### src/rtl/temporal_pkg.sv
// Shared types and helpers for the race-logic temporal encoder/decoder pair.
package temporal_pkg;

  typedef enum logic {
    ENC_IDLE,
    ENC_RUN
  } enc_state_e;

  // A lane with arrival time t is active at phase p when t is a real time
  // (below the gamma length g) and p lies in [t, t+pw). The arguments are
  // 32 bits wide, so t+pw cannot wrap for any legal time field.
  function automatic logic in_window(input int unsigned t,
                                     input int unsigned p,
                                     input int unsigned g,
                                     input int unsigned pw);
    return (t < g) && (t <= p) && (p < t + pw);
  endfunction

endpackage

### src/rtl/temporal_lane.sv
// One temporal output lane: registers the spike for the upcoming phase so the
// output is a clean flop driven by the encoder's next state.
module temporal_lane
  import temporal_pkg::*;
#(
  parameter int unsigned GAMMA_CYCLE_WIDTH = 16,
  parameter int unsigned PULSE_WIDTH       = 8,
  parameter int unsigned TW                = $clog2(GAMMA_CYCLE_WIDTH) + 1,
  parameter int unsigned PHASE_W           = $clog2(GAMMA_CYCLE_WIDTH)
) (
  input  logic               aclk,
  input  logic               grst,
  input  logic               run_next,
  input  logic [PHASE_W-1:0] phase_next,
  input  logic [TW-1:0]      t,
  output logic               spike
);

  // Spike is high for the phases inside this lane's window while running.
  always_ff @(posedge aclk) begin
    if (grst) begin
      spike <= 1'b0;
    end else begin
      spike <= run_next &&
               in_window(32'(t), 32'(phase_next), GAMMA_CYCLE_WIDTH, PULSE_WIDTH);
    end
  end

endmodule

### src/rtl/temporal_encoder.sv
// Binary-to-temporal transmitter: accepts time vectors over valid/ready and
// replays them as spikes inside gamma cycles, with a set strobe at phase 0.
module temporal_encoder
  import temporal_pkg::*;
#(
  parameter int GAMMA_CYCLE_WIDTH = 16,
  parameter int PULSE_WIDTH       = 8,
  parameter int NUM_LANES         = 4,
  parameter int TW                = $clog2(GAMMA_CYCLE_WIDTH) + 1
) (
  input  logic                                 aclk,
  input  logic                                 grst,
  input  logic                                 in_valid,
  output logic                                 in_ready,
  input  logic [NUM_LANES*TW-1:0]              in_time,
  output logic                                 set,
  output logic [NUM_LANES-1:0]                 spike,
  output logic [$clog2(GAMMA_CYCLE_WIDTH)-1:0] phase,
  output logic                                 busy
);

  localparam int PHASE_W = $clog2(GAMMA_CYCLE_WIDTH);
  localparam logic [PHASE_W-1:0] LAST_PHASE = PHASE_W'(GAMMA_CYCLE_WIDTH - 1);

  enc_state_e                state_q, state_n;
  logic [PHASE_W-1:0]        phase_q, phase_n;
  logic [NUM_LANES*TW-1:0]   act_q, act_n;
  logic [NUM_LANES*TW-1:0]   hold_q, hold_n;
  logic                      hold_v_q, hold_v_n;
  logic                      set_q;
  logic                      handshake;
  logic                      run_next;

  assign in_ready  = ~hold_v_q & ~grst;
  assign handshake = in_valid & in_ready;
  assign run_next  = (state_n == ENC_RUN);

  assign set   = set_q;
  assign phase = phase_q;
  assign busy  = (state_q == ENC_RUN);

  // State, phase counter, active/holding registers and the set strobe.
  always_ff @(posedge aclk) begin
    if (grst) begin
      state_q  <= ENC_IDLE;
      phase_q  <= '0;
      act_q    <= '0;
      hold_q   <= '0;
      hold_v_q <= 1'b0;
      set_q    <= 1'b0;
    end else begin
      state_q  <= state_n;
      phase_q  <= phase_n;
      act_q    <= act_n;
      hold_q   <= hold_n;
      hold_v_q <= hold_v_n;
      set_q    <= run_next && (phase_n == '0);
    end
  end

  // Next-state logic: start from idle, park a vector in the holding slot
  // mid-cycle, and at the last phase either promote the held vector, bypass
  // a fresh one straight in, or fall back to idle.
  always_comb begin
    state_n  = state_q;
    phase_n  = phase_q;
    act_n    = act_q;
    hold_n   = hold_q;
    hold_v_n = hold_v_q;
    case (state_q)
      ENC_IDLE: begin
        phase_n = '0;
        if (handshake) begin
          act_n   = in_time;
          state_n = ENC_RUN;
        end
      end
      ENC_RUN: begin
        if (phase_q == LAST_PHASE) begin
          phase_n = '0;
          if (hold_v_q) begin
            act_n    = hold_q;
            hold_v_n = 1'b0;
          end else if (handshake) begin
            act_n = in_time;
          end else begin
            state_n = ENC_IDLE;
          end
        end else begin
          phase_n = phase_q + PHASE_W'(1);
          if (handshake) begin
            hold_n   = in_time;
            hold_v_n = 1'b1;
          end
        end
      end
      default: begin
        state_n = ENC_IDLE;
        phase_n = '0;
      end
    endcase
  end

  for (genvar i = 0; i < NUM_LANES; i++) begin : g_lane
    temporal_lane #(
      .GAMMA_CYCLE_WIDTH(GAMMA_CYCLE_WIDTH),
      .PULSE_WIDTH      (PULSE_WIDTH),
      .TW               (TW),
      .PHASE_W          (PHASE_W)
    ) u_lane (
      .aclk      (aclk),
      .grst      (grst),
      .run_next  (run_next),
      .phase_next(phase_n),
      .t         (act_n[i*TW +: TW]),
      .spike     (spike[i])
    );
  end

endmodule

### config.mk
export PLATFORM = sky130hd
export DESIGN_NAME = temporal_encoder
export DESIGN_NICKNAME = d
export VERILOG_FILES = /design/src/rtl/temporal_pkg.sv /design/src/rtl/temporal_lane.sv /design/src/rtl/temporal_encoder.sv
export SDC_FILE = /design/constraint.sdc
export NUM_CORES = 1
export LEC_CHECK = 0
export ABC_CLOCK_PERIOD_IN_PS = 3580
export CAP_MARGIN = 20
export CORE_AREA = 2 2 88 90
export CTS_CLUSTER_DIAMETER = 80
export CTS_CLUSTER_SIZE = 10
export DETAILED_ROUTE_END_ITERATION = 8
export DIE_AREA = 0 0 90 92
export PLACE_DENSITY_LB_ADDON = 0.08
export SETUP_SLACK_MARGIN = 0.5
export SYNTH_ARGS = -nofsm -noshare
export SYNTH_HDL_FRONTEND = slang
export SYNTH_HIERARCHICAL = 1
export SYNTH_SLANG_ARGS = --single-unit
export TNS_END_PERCENT = 20
### constraint.sdc
create_clock -name aclk -period 3.58 [get_ports aclk]
set_clock_uncertainty 0.1 [all_clocks]
set_input_delay 1.074 -clock aclk [delete_from_list [all_inputs] [get_ports aclk]]
set_output_delay 1.074 -clock aclk [all_outputs]
set_load 0.1 [all_outputs]
=== Yosys cells after proc, flatten, opt, wreduce, memory -nomap -nowiden ===
Index checks and enable logic that the tools add are counted.
W data, S select, Z words.

* Input bits: 23
* Flip-flop bits (word level): 51
* Logic and storage cells: 63
* Output and inout bits: 11

* Multiplexer cells: 12
* Reductions and logical operators: 17
* Magnitude comparators: 12
* Equal/unequal tests: 1
* $add $sub $neg: 5
* Bitwise gates (word level): 6

{| class="wikitable"
|+ Operator list
! cell !! count
|-
| $lt A4 B32 Y1 || 4
|-
| $mux W20 || 3
|-
| $pmux W20 S2 || 1
|-
| $add A5 B4 Y6 const B || 4
|-
| $le A5 B4 Y1 || 4
|-
| $lt A5 B5 Y1 const B || 4
|-
| $logic_and A1 B1 Y1 || 13
|-
| $pmux W4 S2 || 1
|-
| $mux W1 || 5
|-
| $add A4 B1 Y4 const B || 1
|-
| $eq A4 B4 Y1 const B || 1
|-
| $logic_not A4 Y1 || 1
|-
| $mux W4 || 1
|-
| $not A1 Y1 || 4
|-
| $reduce_and A3 Y1 || 1
|-
| $and A1 B1 Y1 || 2
|-
| $pmux W1 S2 || 1
|-
| $reduce_and A2 Y1 || 1
|-
| $reduce_bool A2 Y1 || 1
|}

=== Longest topological paths before layout ===
* Depth after elaboration: 11
* Gate-level depth with buffers: 11
* Gate-level depth less buffers: 9

=== By module ===
The synthesis kept the hierarchy.

{| class="wikitable"
|+ By module, submodules not included
! module !! area an instance (µm²) !! times used !! cells each !! sequential area each (µm²)
|-
| temporal_encoder || 2600.0 || 1 || 265 || 940.9
|-
| temporal_lane || 241.5 || 4 || 31 || 20.0
|}

=== Least setup slack after synthesis ===
Ideal clock, no wire load.

* Kind: input to output
* From: in grst
* To: out in_ready
* Arrival: 2.619 ns
* Required time: 2.406 ns
* Stages on the path: 3
* Path buffers: 2
* Path slack: -0.213 ns
* Cell sequence: buf_6 > buf_2 > nor2_1

* Cells in the longest elaborated chain, start to end: 2

{| class="wikitable"
|+ Ends and longest elaborated chain
! what !! line !! source
|-
| start: declaration || temporal_encoder.sv:12 || <nowiki>input logic grst,</nowiki>
|-
| $not A1 Y1 || temporal_encoder.sv:34 || <nowiki>assign in_ready = ~hold_v_q & ~grst;</nowiki>
|-
| $and A1 B1 Y1 || temporal_encoder.sv:34 ||
|-
| end: declaration || temporal_encoder.sv:14 || <nowiki>output logic in_ready,</nowiki>
|}

Every way passes these cells.

=== Final worst setup path ===
* From: in grst
* To: reg g_lane[2].u_lane.spike

* Cells in the longest elaborated chain, start to end: 11
* Elaborated cells between the ends (all ways): 18
* Classes of those cells: add/sub: 1; order compare: 3; mux: 8; bitwise: 3; reduce/logical: 3

{| class="wikitable"
|+ Ends and longest elaborated chain
! what !! line !! source
|-
| $not A1 Y1 (*) || temporal_encoder.sv:34 ||
|-
| $and A1 B1 Y1 (*) || temporal_encoder.sv:34 ||
|-
| $and A1 B1 Y1 (*) || temporal_encoder.sv:35 || <nowiki>assign handshake = in_valid & in_ready;</nowiki>
|-
| $mux W20 (*) || temporal_encoder.sv:73, temporal_encoder.sv:84 ||
|-
| $mux W20 || temporal_encoder.sv:81 || <nowiki>if (hold_v_q) begin</nowiki>
|-
| $mux W20 || temporal_encoder.sv:79 || <nowiki>if (phase_q == LAST_PHASE) begin</nowiki>
|-
| $pmux W20 S2 (*) || temporal_encoder.sv:70 || <nowiki>case (state_q)</nowiki>
|-
| named net act_n[12] || temporal_encoder.sv:27 || <nowiki>logic [NUM_LANES*TW-1:0] act_q, act_n;</nowiki>
|-
| $add A5 B4 Y6, or another cell as far along || temporal_pkg.sv:16 || <nowiki>return (t < g) && (t <= p) && (p < t + pw);</nowiki>
|-
| $lt A4 B32 Y1 / $logic_and A1 B1 Y1 (equally long branches) || temporal_pkg.sv:16 ||
|-
| $logic_and A1 B1 Y1 (*) || temporal_pkg.sv:16 ||
|-
| $logic_and A1 B1 Y1 (*) || temporal_lane.sv:24 || <nowiki>spike <= run_next &&</nowiki>
|-
| end signal: assignment || temporal_lane.sv:24 ||
|-
| end: declaration || temporal_lane.sv:16 || <nowiki>output logic spike</nowiki>
|}

Mark *: on every way through the listed nets, which the timed path passes. The rest lies on a longest branch.
A chain may end at the register's enable or synchronous reset.

==> results by group <==
Timing
  • RSZ-0062 raised after global routing: yes
  • Relative slew slack: 0.5304
  • Final Cycle Share: 0.9509
  • Achievable frequency: 293.7 MHz
  • Final Hold Fails: 0
  • Setup Viol. Count Final: 0
  • Minimum clock period: 3404 ps
  • Worst setup slack after layout: 175.7 ps
  • Worst-Margin Slew: 702.7 ps
  • Max-slew violation count: 0

Power
  • Total power: 0.001460 W
  • Leakage: 2.098 nW
  • P per Cell Area: 319.9 nW/µm²
  • Maximum VDD drop: 0.1648 mV

CTS
  • Worst-Skew Late Latency: 300 ps
  • CTS sink cnt: 51
  • CTS Root Cell: clkbuf_8
  • Total CTS buffers: 5
  • Clk slew on worst S/H paths: 90 ps
  • Maximum root-to-sink buffer count: 2
  • Cts hold-fix bufs: 0
  • TritonCTS clock tree: done
  • CTS H-tree depth: 2

Floorplanning
  • Die H: 92 µm
  • Die Width: 90 µm
  • Area of the die: 8280 µm²
  • Rows: 32
  • Initial Utilization: 0.4788
  • I/O pin cnt: 34
  • Total core area: 7447 µm²

Yosys
  • Post-synth top cells: 52 x inv_1, 51 x dfxtp_1, 38 x a221o_1, 33 x ha_1
  • Top FF cell, synth: dfxtp_1
  • Complex-gate fraction of the synthesized area: 0.1796
  • Seq/Total Area, Yosys: 0.2863
  • Post-synthesis xor/xnor area fraction: 0.002456
  • Post-synth top area share: 0.2863
  • Syn_nets: 445
  • Dominant cell type by area after synthesis: dfxtp_1
  • Synth top area cells: dfxtp_1 29%, ha_1 12%, a221o_1 11%
  • Main combinational cell family by area after synthesis: simple AND/OR/NAND/NOR gates
  • Warnings, synthesis: 6
  • Post-synth EDFFs: 0
  • Distinct cell type count after synthesis: 36
  • Avg Cell Area, Syn: 9.167 µm²
  • FFs w/ async S/R, synth: 0
  • Adder-cell share of the synthesized area: 0.1158
  • Post-synthesis mux area share: 0.1407
  • Synth Area in Simple Gates: 0.1835
  • Synthesis-stage register bit count: 51
  • Synthesized area: 3566 µm²
  • Top-count cell post-synth: inv_1
  • Cell count after synthesis: 389

Worst setup path
  • Crit path top cell by count: buf_12
  • Worst EP required: 3680 ps
  • R2R depth: 9
  • Ordered cell list for the critical path: buf_8 > nor3b_4 > buf_6 > buf_12 > buf_12 > mux2_4 > a221o_1 > ha_4 > nand3_2 > or3b_4 > a2111oi_4
  • Worst reg-to-reg setup slack: 490 ps
  • Arr. time, crit path: 3500 ps
  • CP Max Fanout: 5
  • Worst path slowest cell: or3b_4
  • Element type at the critical path end: register
  • Crit path max-delay family: compound AO/OA/AOI/OAI gates
  • FF-to-FF End: g_lane[2].u_lane/spike$_SDFF_PP0_
  • Largest stage delay, worst path: 390 ps
  • WP depth: 11
  • Critical R2R Launch: phase[0]$_SDFF_PP0_
  • Kind of critical path: input port to register
  • Crit start category: input port
  • Buf/Inv on CP: 4

Drt
  • Post-route ant nets: 0
  • Post-DR wirelength/cell: 17.23 µm
  • Drc violations: 0
  • Vias per cell: 5.685
  • Detailed Route Iter0 Violations: 228
  • DRT Pass-1 Iters: 4
  • Via count: 3144
  • DRT Wirelength: 9.530 mm

Outcome
  • Status: completed

Global route
  • Total grt overflow: 0
  • First-pass GRT wire length: 15.79 mm
  • Largest net degree at the start of global routing: 41
  • Initial antenna violation count: 0
  • Vias in the first global route: 3214
  • Global-route usage over all layers: 0.2369

Place
  • Placed Cells: 532
  • Buffers on Ports: 33
  • Routability cong.: 0.9009
  • Pre-CTS setup slack: -462.3 ps
  • Post-DP HPWL: 6.209 mm

Min path
  • WHS Path Cells: 2
  • HP Class: register to register
  • Hold wc startpoint: hold_q[9]$_SDFFE_PP0P_
  • WHS Endpoint: hold_q[9]$_SDFFE_PP0P_

Cells and area
  • Nets@finish: 506
  • Layout area overhead: 28.04%
  • Share of cells above drive strength 1: 0.2661
  • N_diodes: 0
  • Final Non-Filler Cells: 553

Flow run
  • Max cap viols: 0
[worst max path at each step]
stage | start | end | slack (ps)
final | grst | g_lane[2].u_lane/spike$_SDFF_PP0_ | 180
after global routing | grst | g_lane[2].u_lane/spike$_SDFF_PP0_ | 110
after CTS | grst | g_lane[2].u_lane/spike$_SDFF_PP0_ | 160
after global placement | grst | g_lane[2].u_lane/spike$_SDFF_PP0_ | -410
after detailed placement | grst | g_lane[2].u_lane/spike$_SDFF_PP0_ | -460
after floorplan | grst | g_lane[2].u_lane/spike$_SDFF_PP0_ | 100
[cell families (layout without fill, tap and decap cells)]
logic type,count (synthesis),in the layout
flops,51,51
fa+ha+maj,33,33
simple gates,119,119
buf+inv,76,138
xor+xnor,1,1
mux,40,40
compound gates,69,69
[per-layer routing]
layer  track usage  wire [µm]  part of all wire  vias to the layer above
li1              -          -                 -                     1515
met1        0.3162       4283              0.45                     1500
met2        0.3985       4434              0.47                      113
met3       0.03369        621             0.065                       16
met4       0.07051        191             0.020                        0
met5             0          0                 0                        -
[worst reg2reg max path: stages, from the launching register on]
cell,delay (ps)
dfxtp_1,460
ha_1,310
nand3_1,170
nor2_4,600
a221o_1,340
ha_4,220
buf_4,130
a21oi_2,130
o221ai_2,150
a2111oi_4,380
[where the power goes]
part,switching [W],internal [W]
Sequential,0.0000158,0.000595
Combinational,0.000243,0.000237
Clock,0.000193,0.000177
[layout by cell type (no fill, tap or decap), drive strengths merged]
| cell | synthesis | routed |
|---|---|---|
| buf | 14 | 58 |
| inv | 52 | 52 |
| dfxtp | 51 | 51 |
| a221o | 40 | 40 |
| ha | 33 | 33 |
| mux2 | 27 | 27 |
| nor2 | 24 | 24 |
| nor3 | 23 | 23 |
| clkdlybuf4s50 | 0 | 20 |
| nand2b | 17 | 17 |
| nand2 | 16 | 16 |
| and3 | 14 | 14 |
| mux2i | 13 | 13 |
| nor2b | 11 | 11 |
| a21oi | 11 | 11 |
| clkbuf | 10 | 8 |
| nand3 | 6 | 6 |
| a2111oi | 5 | 5 |
| o211a | 4 | 4 |
| o221ai | 4 | 4 |
| or3b | 4 | 4 |
| a311oi | 2 | 2 |
| xnor2 | 1 | 1 |
| nand4b | 1 | 1 |
| nor3b | 1 | 1 |
| a21o | 1 | 1 |
| a31oi | 1 | 1 |
| and2 | 1 | 1 |
| a211oi | 1 | 1 |
| and4b | 1 | 1 |
[cell type report]
class / instances / area [µm²]
Clock buffer: 8 / 100.1
Fill cell: 678 / 2882
Inverter: 52 / 195.2
Multi-Input combinational cell: 262 / 2377
Sequential cell: 51 / 1021
Tap cell: 102 / 127.6
Timing Repair Buffer: 78 / 744.5
[flip-flops by register name, indices dropped and copies added, names as in the netlist]
register / flops
act_q: 20
hold_q: 20
g_lane.u_lane/spike: 4
phase: 4
busy: 1
hold_v_q: 1
set: 1
[timing repair]
action	CTS	global route
pin swaps	18	11
hold endpoints to repair	0	0
resized for setup	22	8
endpoints found under the setup margin	5	5
gates cloned	2	0
buffers inserted	10	1
[through the flow]
step,util,setup TNS [ps],instance area (µm²),hold slack [ps]
2_1_floorplan,-,0,3618,376.6
5_1_grt,0.6131,0,4566,442.7
3_5_place_dp,0.5617,-1759,4183,400.6
6_report,0.6131,0,4566,412.3
4_1_cts,0.6042,0,4499,415.4
3_3_place_gp,0.5617,-1599,4183,395.9
Power figures use the tool's default switching activity.
==> RTL edit 1: new RTL, same settings <==
`GAMMA_CYCLE_WIDTH` is set to 16 in 2 places; all go to 32.
--- a/src/rtl/temporal_lane.sv
+++ b/src/rtl/temporal_lane.sv
@@ -5,3 +5,3 @@
 #(
-  parameter int unsigned GAMMA_CYCLE_WIDTH = 16,
+  parameter int unsigned GAMMA_CYCLE_WIDTH = 32,
   parameter int unsigned PULSE_WIDTH       = 8,
--- a/src/rtl/temporal_encoder.sv
+++ b/src/rtl/temporal_encoder.sv
@@ -5,3 +5,3 @@
 #(
-  parameter int GAMMA_CYCLE_WIDTH = 16,
+  parameter int GAMMA_CYCLE_WIDTH = 32,
   parameter int PULSE_WIDTH       = 8,
Ports: changed (resized in_time and phase); port bits go from 34 to 39. No check against the original RTL was run, so the function may have changed too.
==> RTL edit 1 against the unedited design <==
- power up 18%
- clock power grew 46%
- final area up 6.6%
- wire length increased by 2.8%
- combinational power down 3%
- sequential cell count grew 9
- worst setup slack improved by 400 ps
- area after synthesis is 3.1% higher
- non-clock buffer count grew 5
- fmax is 13% higher
- critical endpoint is now in_ready
- largest cell class unchanged
==> RTL edit 1: results (changes against the unedited design) <==
[logic_synthesis]
ys_types=33  ; was 36
syn-num-nets=466  ; was 445
synth_common_cells=dfxtp_1 (60), ha_1 (46), inv_1 (46), nor2_1 (35), nor2b_1 (29)  ; was inv_1 (52), dfxtp_1 (51), a221o_1 (38), ha_1 (33)
synth-seq-area-share_pct=32.7  ; was 28.6%
synthTopCellsByArea=dfxtp_1 (33%), ha_1 (16%), a221o_1 (6.5%), a32o_1 (6.5%), mux2i_1 (6.5%)  ; was dfxtp_1 (29%), ha_1 (12%), a221o_1 (11%), mux2_4 (7.6%), inv_1 (5.5%)
async_flop_share_pct=0  ; unchanged

[placement]
port_buffers=38  ; was 33
hpwl_um=5740  ; was 6210 um
place.gp.congestion=0.846  ; was 0.901
dpl_cell_area_sq_um=4250  ; was 4180 sq um

[power_and_ir_drop]
p_leak_nw=1.99  ; was 2.10 nW
ir_drop_mv=0.182  ; was 0.165 mV

[clock_network]
cts_inserted_buffers=9  ; was 5
ctsResizeCount=10  ; was 22
clk_latency_ps=340  ; was 300 ps
htreeDepth=3  ; was 2
cts_setup_buffers=2  ; was 10

[critical_path]
slowest_stage=buf_2  ; was or3b_4
cp_top_family=buffers and inverters  ; was compound AO/OA/AOI/OAI gates
max_stage_delay_ps=260  ; was 390 ps
r2r_cells=13  ; was 9
cp_max_fo=31  ; was 5
cp_data_arrival_time_ps=1830  ; was 3500 ps
rr_startpoint=phase[1]$_SDFF_PP0_  ; was phase[0]$_SDFF_PP0_
crit_path_end=in_ready  ; was g_lane[2].u_lane/spike$_SDFF_PP0_
crit_path_end_kind=output port  ; was register
regToRegSetupSlack_ps=580  ; was 490 ps

[global_routing]
grt_max_degree=63  ; was 41
grt_usage_pct=22.3  ; was 23.7%
grt_pass1_wl_um=14700  ; was 15,800 um
grt_pass1_vias=3002  ; was 3,214

[timing]
whs_ps=396  ; was 412 ps
worstMarginPinSlew_ps=625  ; was 703 ps

[route]
drt_iter0_markers=141  ; was 228
wl_um=9800  ; was 9530 um
viasPerCell=5.47  ; was 5.69

[hold_path]
hp-start=hold_q[17]$_SDFFE_PP0P_  ; was hold_q[9]$_SDFFE_PP0P_
min_to=hold_q[17]$_SDFFE_PP0P_  ; was hold_q[9]$_SDFFE_PP0P_

[layout]
n_antenna_cell=0  ; unchanged
fin_nets=539  ; was 506
drive_gt1_share_pct=23.0  ; was 26.6%

[run_status]
status=finished clean  ; unchanged

[RTL edit 1: cell types whose count changed in the layout (fill, tap and decap cells not counted), moves of 9 or more]
| cell | unedited run | this run |
|---|---|---|
| a32o_1 | 0 | 24 |
| nor3_1 | 23 | 3 |
| mux2_4 | 19 | 0 |
| nor2b_1 | 11 | 28 |
| a221o_1 | 38 | 24 |
| and3_1 | 14 | 0 |
| ha_1 | 25 | 38 |
| mux2i_1 | 13 | 24 |
| nand2b_1 | 13 | 2 |
| nor2_1 | 22 | 32 |
| nand3_1 | 4 | 13 |
[RTL edit 1: cell families after synthesis]
kind of cell,Yosys count,synth area share [%]
DFF,60,32.7
xor gates and xnor gates,2,0.476
muxes,24,6.53
AOI/OAI and AO/OA,79,19.5
adders and majority gates,46,15.7
buffers and inverters,68,8.10
and+or+nand+nor,114,17.0
[RTL edit 1: final cells by class]
cell class / instances / area, sq um
clock buffers: 13 / 159
clock inverters: 2 / 10.0
fillers: 628 / 2580
inverters: 46 / 173
multi-input cells: 266 / 2310
flip-flops and latches: 60 / 1220
well taps: 102 / 128
repair buffers: 83 / 871
[RTL edit 1: routing by layer]
metal  track usage [%]  up-vias  wire length (um)
met3              3.12       14               498
met5                 0        -                 0
met4              9.23        0               156
met2              36.4       76              4510
met1              29.8     1485              4630
li1                  -     1554                 -
[RTL edit 1: where the power goes]
| part | internal (mW) | switching (mW) |
|---|---|---|
| Clock | 0.283 | 0.255 |
| Combinational | 0.212 | 0.256 |
| Sequential | 0.694 | 0.0194 |
| Total | 1.19 | 0.531 |
[RTL edit 1: metrics by stage]
stage / setup slack [ps] / cells
after CTS: 456 / 547
final: 572 / 572
after detailed placement: -364 / 529
after global routing: 454 / 572
after floorplan: 487 / 393
after global placement: -320 / 529
==> RTL edit 2: new RTL, same settings <==
Made on the original files. `hold_q` no longer has a reset.
--- a/src/rtl/temporal_encoder.sv
+++ b/src/rtl/temporal_encoder.sv
@@ -47,3 +47,2 @@
       act_q    <= '0;
-      hold_q   <= '0;
       hold_v_q <= 1'b0;
@@ -54,3 +53,2 @@
       act_q    <= act_n;
-      hold_q   <= hold_n;
       hold_v_q <= hold_v_n;
@@ -58,2 +56,6 @@
     end
+  end
+
+  always_ff @(posedge aclk) begin
+    hold_q <= hold_n;
   end
Formal check against the unedited RTL: same outputs for any inputs over 10 cycles, from zero or initial values and one cycle with grst high; that may be too few to reach the edited logic, so the function may still have changed.
==> RTL edit 2 against the unedited design <==
- worst setup slack better by 280 ps
- utilization shrank 6.7 points
- wire length fell by 22%
- area after synthesis fell by 13%
- power fell by 3.6%
- sequential cell count unchanged
- cell count decreased by 13%
- register-to-register slack improved by 190 ps
- count of clock-buffer cells in the layout is the same
- final area down 11%
- largest cell class unchanged
- largest power group unchanged
==> RTL edit 2: results (changes against the unedited design) <==
[run_status]
status=finished clean  ; unchanged

[layout]
fin_nets=432  ; was 506
sh_seq_area_pct=30.3  ; was 22.4%
multi_input_cells=217  ; was 262
buf_share_pct=16.2  ; was 16.3%
seq_cell_count=51  ; unchanged
inv_count=38  ; was 52
register_area_sq_um=1230  ; was 1020 sq um
nNonClkBuffers=63  ; was 78
nFillCells=670  ; was 678
drive_gt1_share_pct=23.3  ; was 26.6%

[route]
viasPerCell=5.16  ; was 5.69
drt_iter0_markers=108  ; was 228
wl_met2_um=3400  ; was 4430 um
wl_met3_um=239  ; was 621 um
wl_met1_um=3680  ; was 4280 um
wl_per_cell_um=15.5  ; was 17.2 um

[hold_path]
hold_class=register to register  ; unchanged
min_to=phase[0]$_SDFF_PP0_  ; was hold_q[9]$_SDFFE_PP0P_
hp-start=phase[0]$_SDFF_PP0_  ; was hold_q[9]$_SDFFE_PP0P_

[logic_synthesis]
async_flop_share_pct=0  ; unchanged
syn_inst=322  ; was 389
syn-num-nets=378  ; was 445
synthAdderAreaFrac_pct=13.3  ; was 11.6%
synth.area.mux_share_pct=6.50  ; was 14.1%
synth_edf_count=20  ; was 0
synth_common_cells=inv_1 (38), ha_1 (33), dfxtp_1 (31), o21ai_0 (30), edfxtp_1 (20)  ; was inv_1 (52), dfxtp_1 (51), a221o_1 (38), ha_1 (33)
synth_xor_area_share_pct=0.283  ; was 0.246%
synth_compound_area_share_pct=18.6  ; was 18.0%
synth-seq-area-share_pct=39.4  ; was 28.6%

[global_routing]
grt_pass1_vias=2314  ; was 3,214
use_met2_pct=28.6  ; was 39.8%
grt_pass1_wl_um=11900  ; was 15,800 um
met3_usage_pct=3.29  ; was 3.37%
grtUsageMet1_pct=26.0  ; was 31.6%

[placement]
hpwl_um=4540  ; was 6210 um
dp.cells=457  ; was 532
dpl_cell_area_sq_um=3640  ; was 4180 sq um
place.gp.congestion=0.858  ; was 0.901

[power_and_ir_drop]
switching_share_pct=30.1  ; was 30.9%
p_total_mw=1.41  ; was 1.46 mW
p_leak_nw=1.57  ; was 2.10 nW
pg_seq_uw=643  ; was 611 uW

[timing]
setup_ws_ps=453  ; was 176 ps
whs_ps=384  ; was 412 ps
worstMarginPinSlew_ps=715  ; was 703 ps

[critical_path]
rr_endpoint=g_lane[0].u_lane/spike$_SDFF_PP0_  ; was g_lane[2].u_lane/spike$_SDFF_PP0_
slowest_stage=or3b_1  ; was or3b_4
regToRegSetupSlack_ps=680  ; was 490 ps

[RTL edit 2: changes by cell type after synthesis, sizes merged, moves of 20 or more]
| cell | before | now |
|---|---|---|
| a221o | 40 | 1 |
| dfxtp | 51 | 31 |
| edfxtp | 0 | 20 |
| mux2 | 27 | 1 |
| nor3 | 23 | 3 |
| o21ai | 0 | 41 |
[RTL edit 2: kinds of logic (layout without fill, tap and decap cells)]
family / Yosys count / count (layout)
flip-flops: 51 / 51
adder cells (fa/ha/maj): 33 / 33
XOR/XNOR: 1 / 1
multiplexers: 20 / 20
AO/OA/AOI/OAI: 88 / 88
AND/OR/NAND/NOR: 75 / 75
buffers and inverters: 54 / 109
[RTL edit 2: worst max-delay path: cells and delay by family]
kind	cells	cell delay [ps]
mux	1	240
compound gates	2	440
fa+ha+maj	1	320
buf+inv	4	480
simple gates	3	660
[RTL edit 2: repair_timing]
item,4_1_cts,5_1_grt
pin swaps,14,13
gates resized for setup,32,26
gates cloned,2,0
setup endpoints to repair,5,4
buffers inserted,8,4
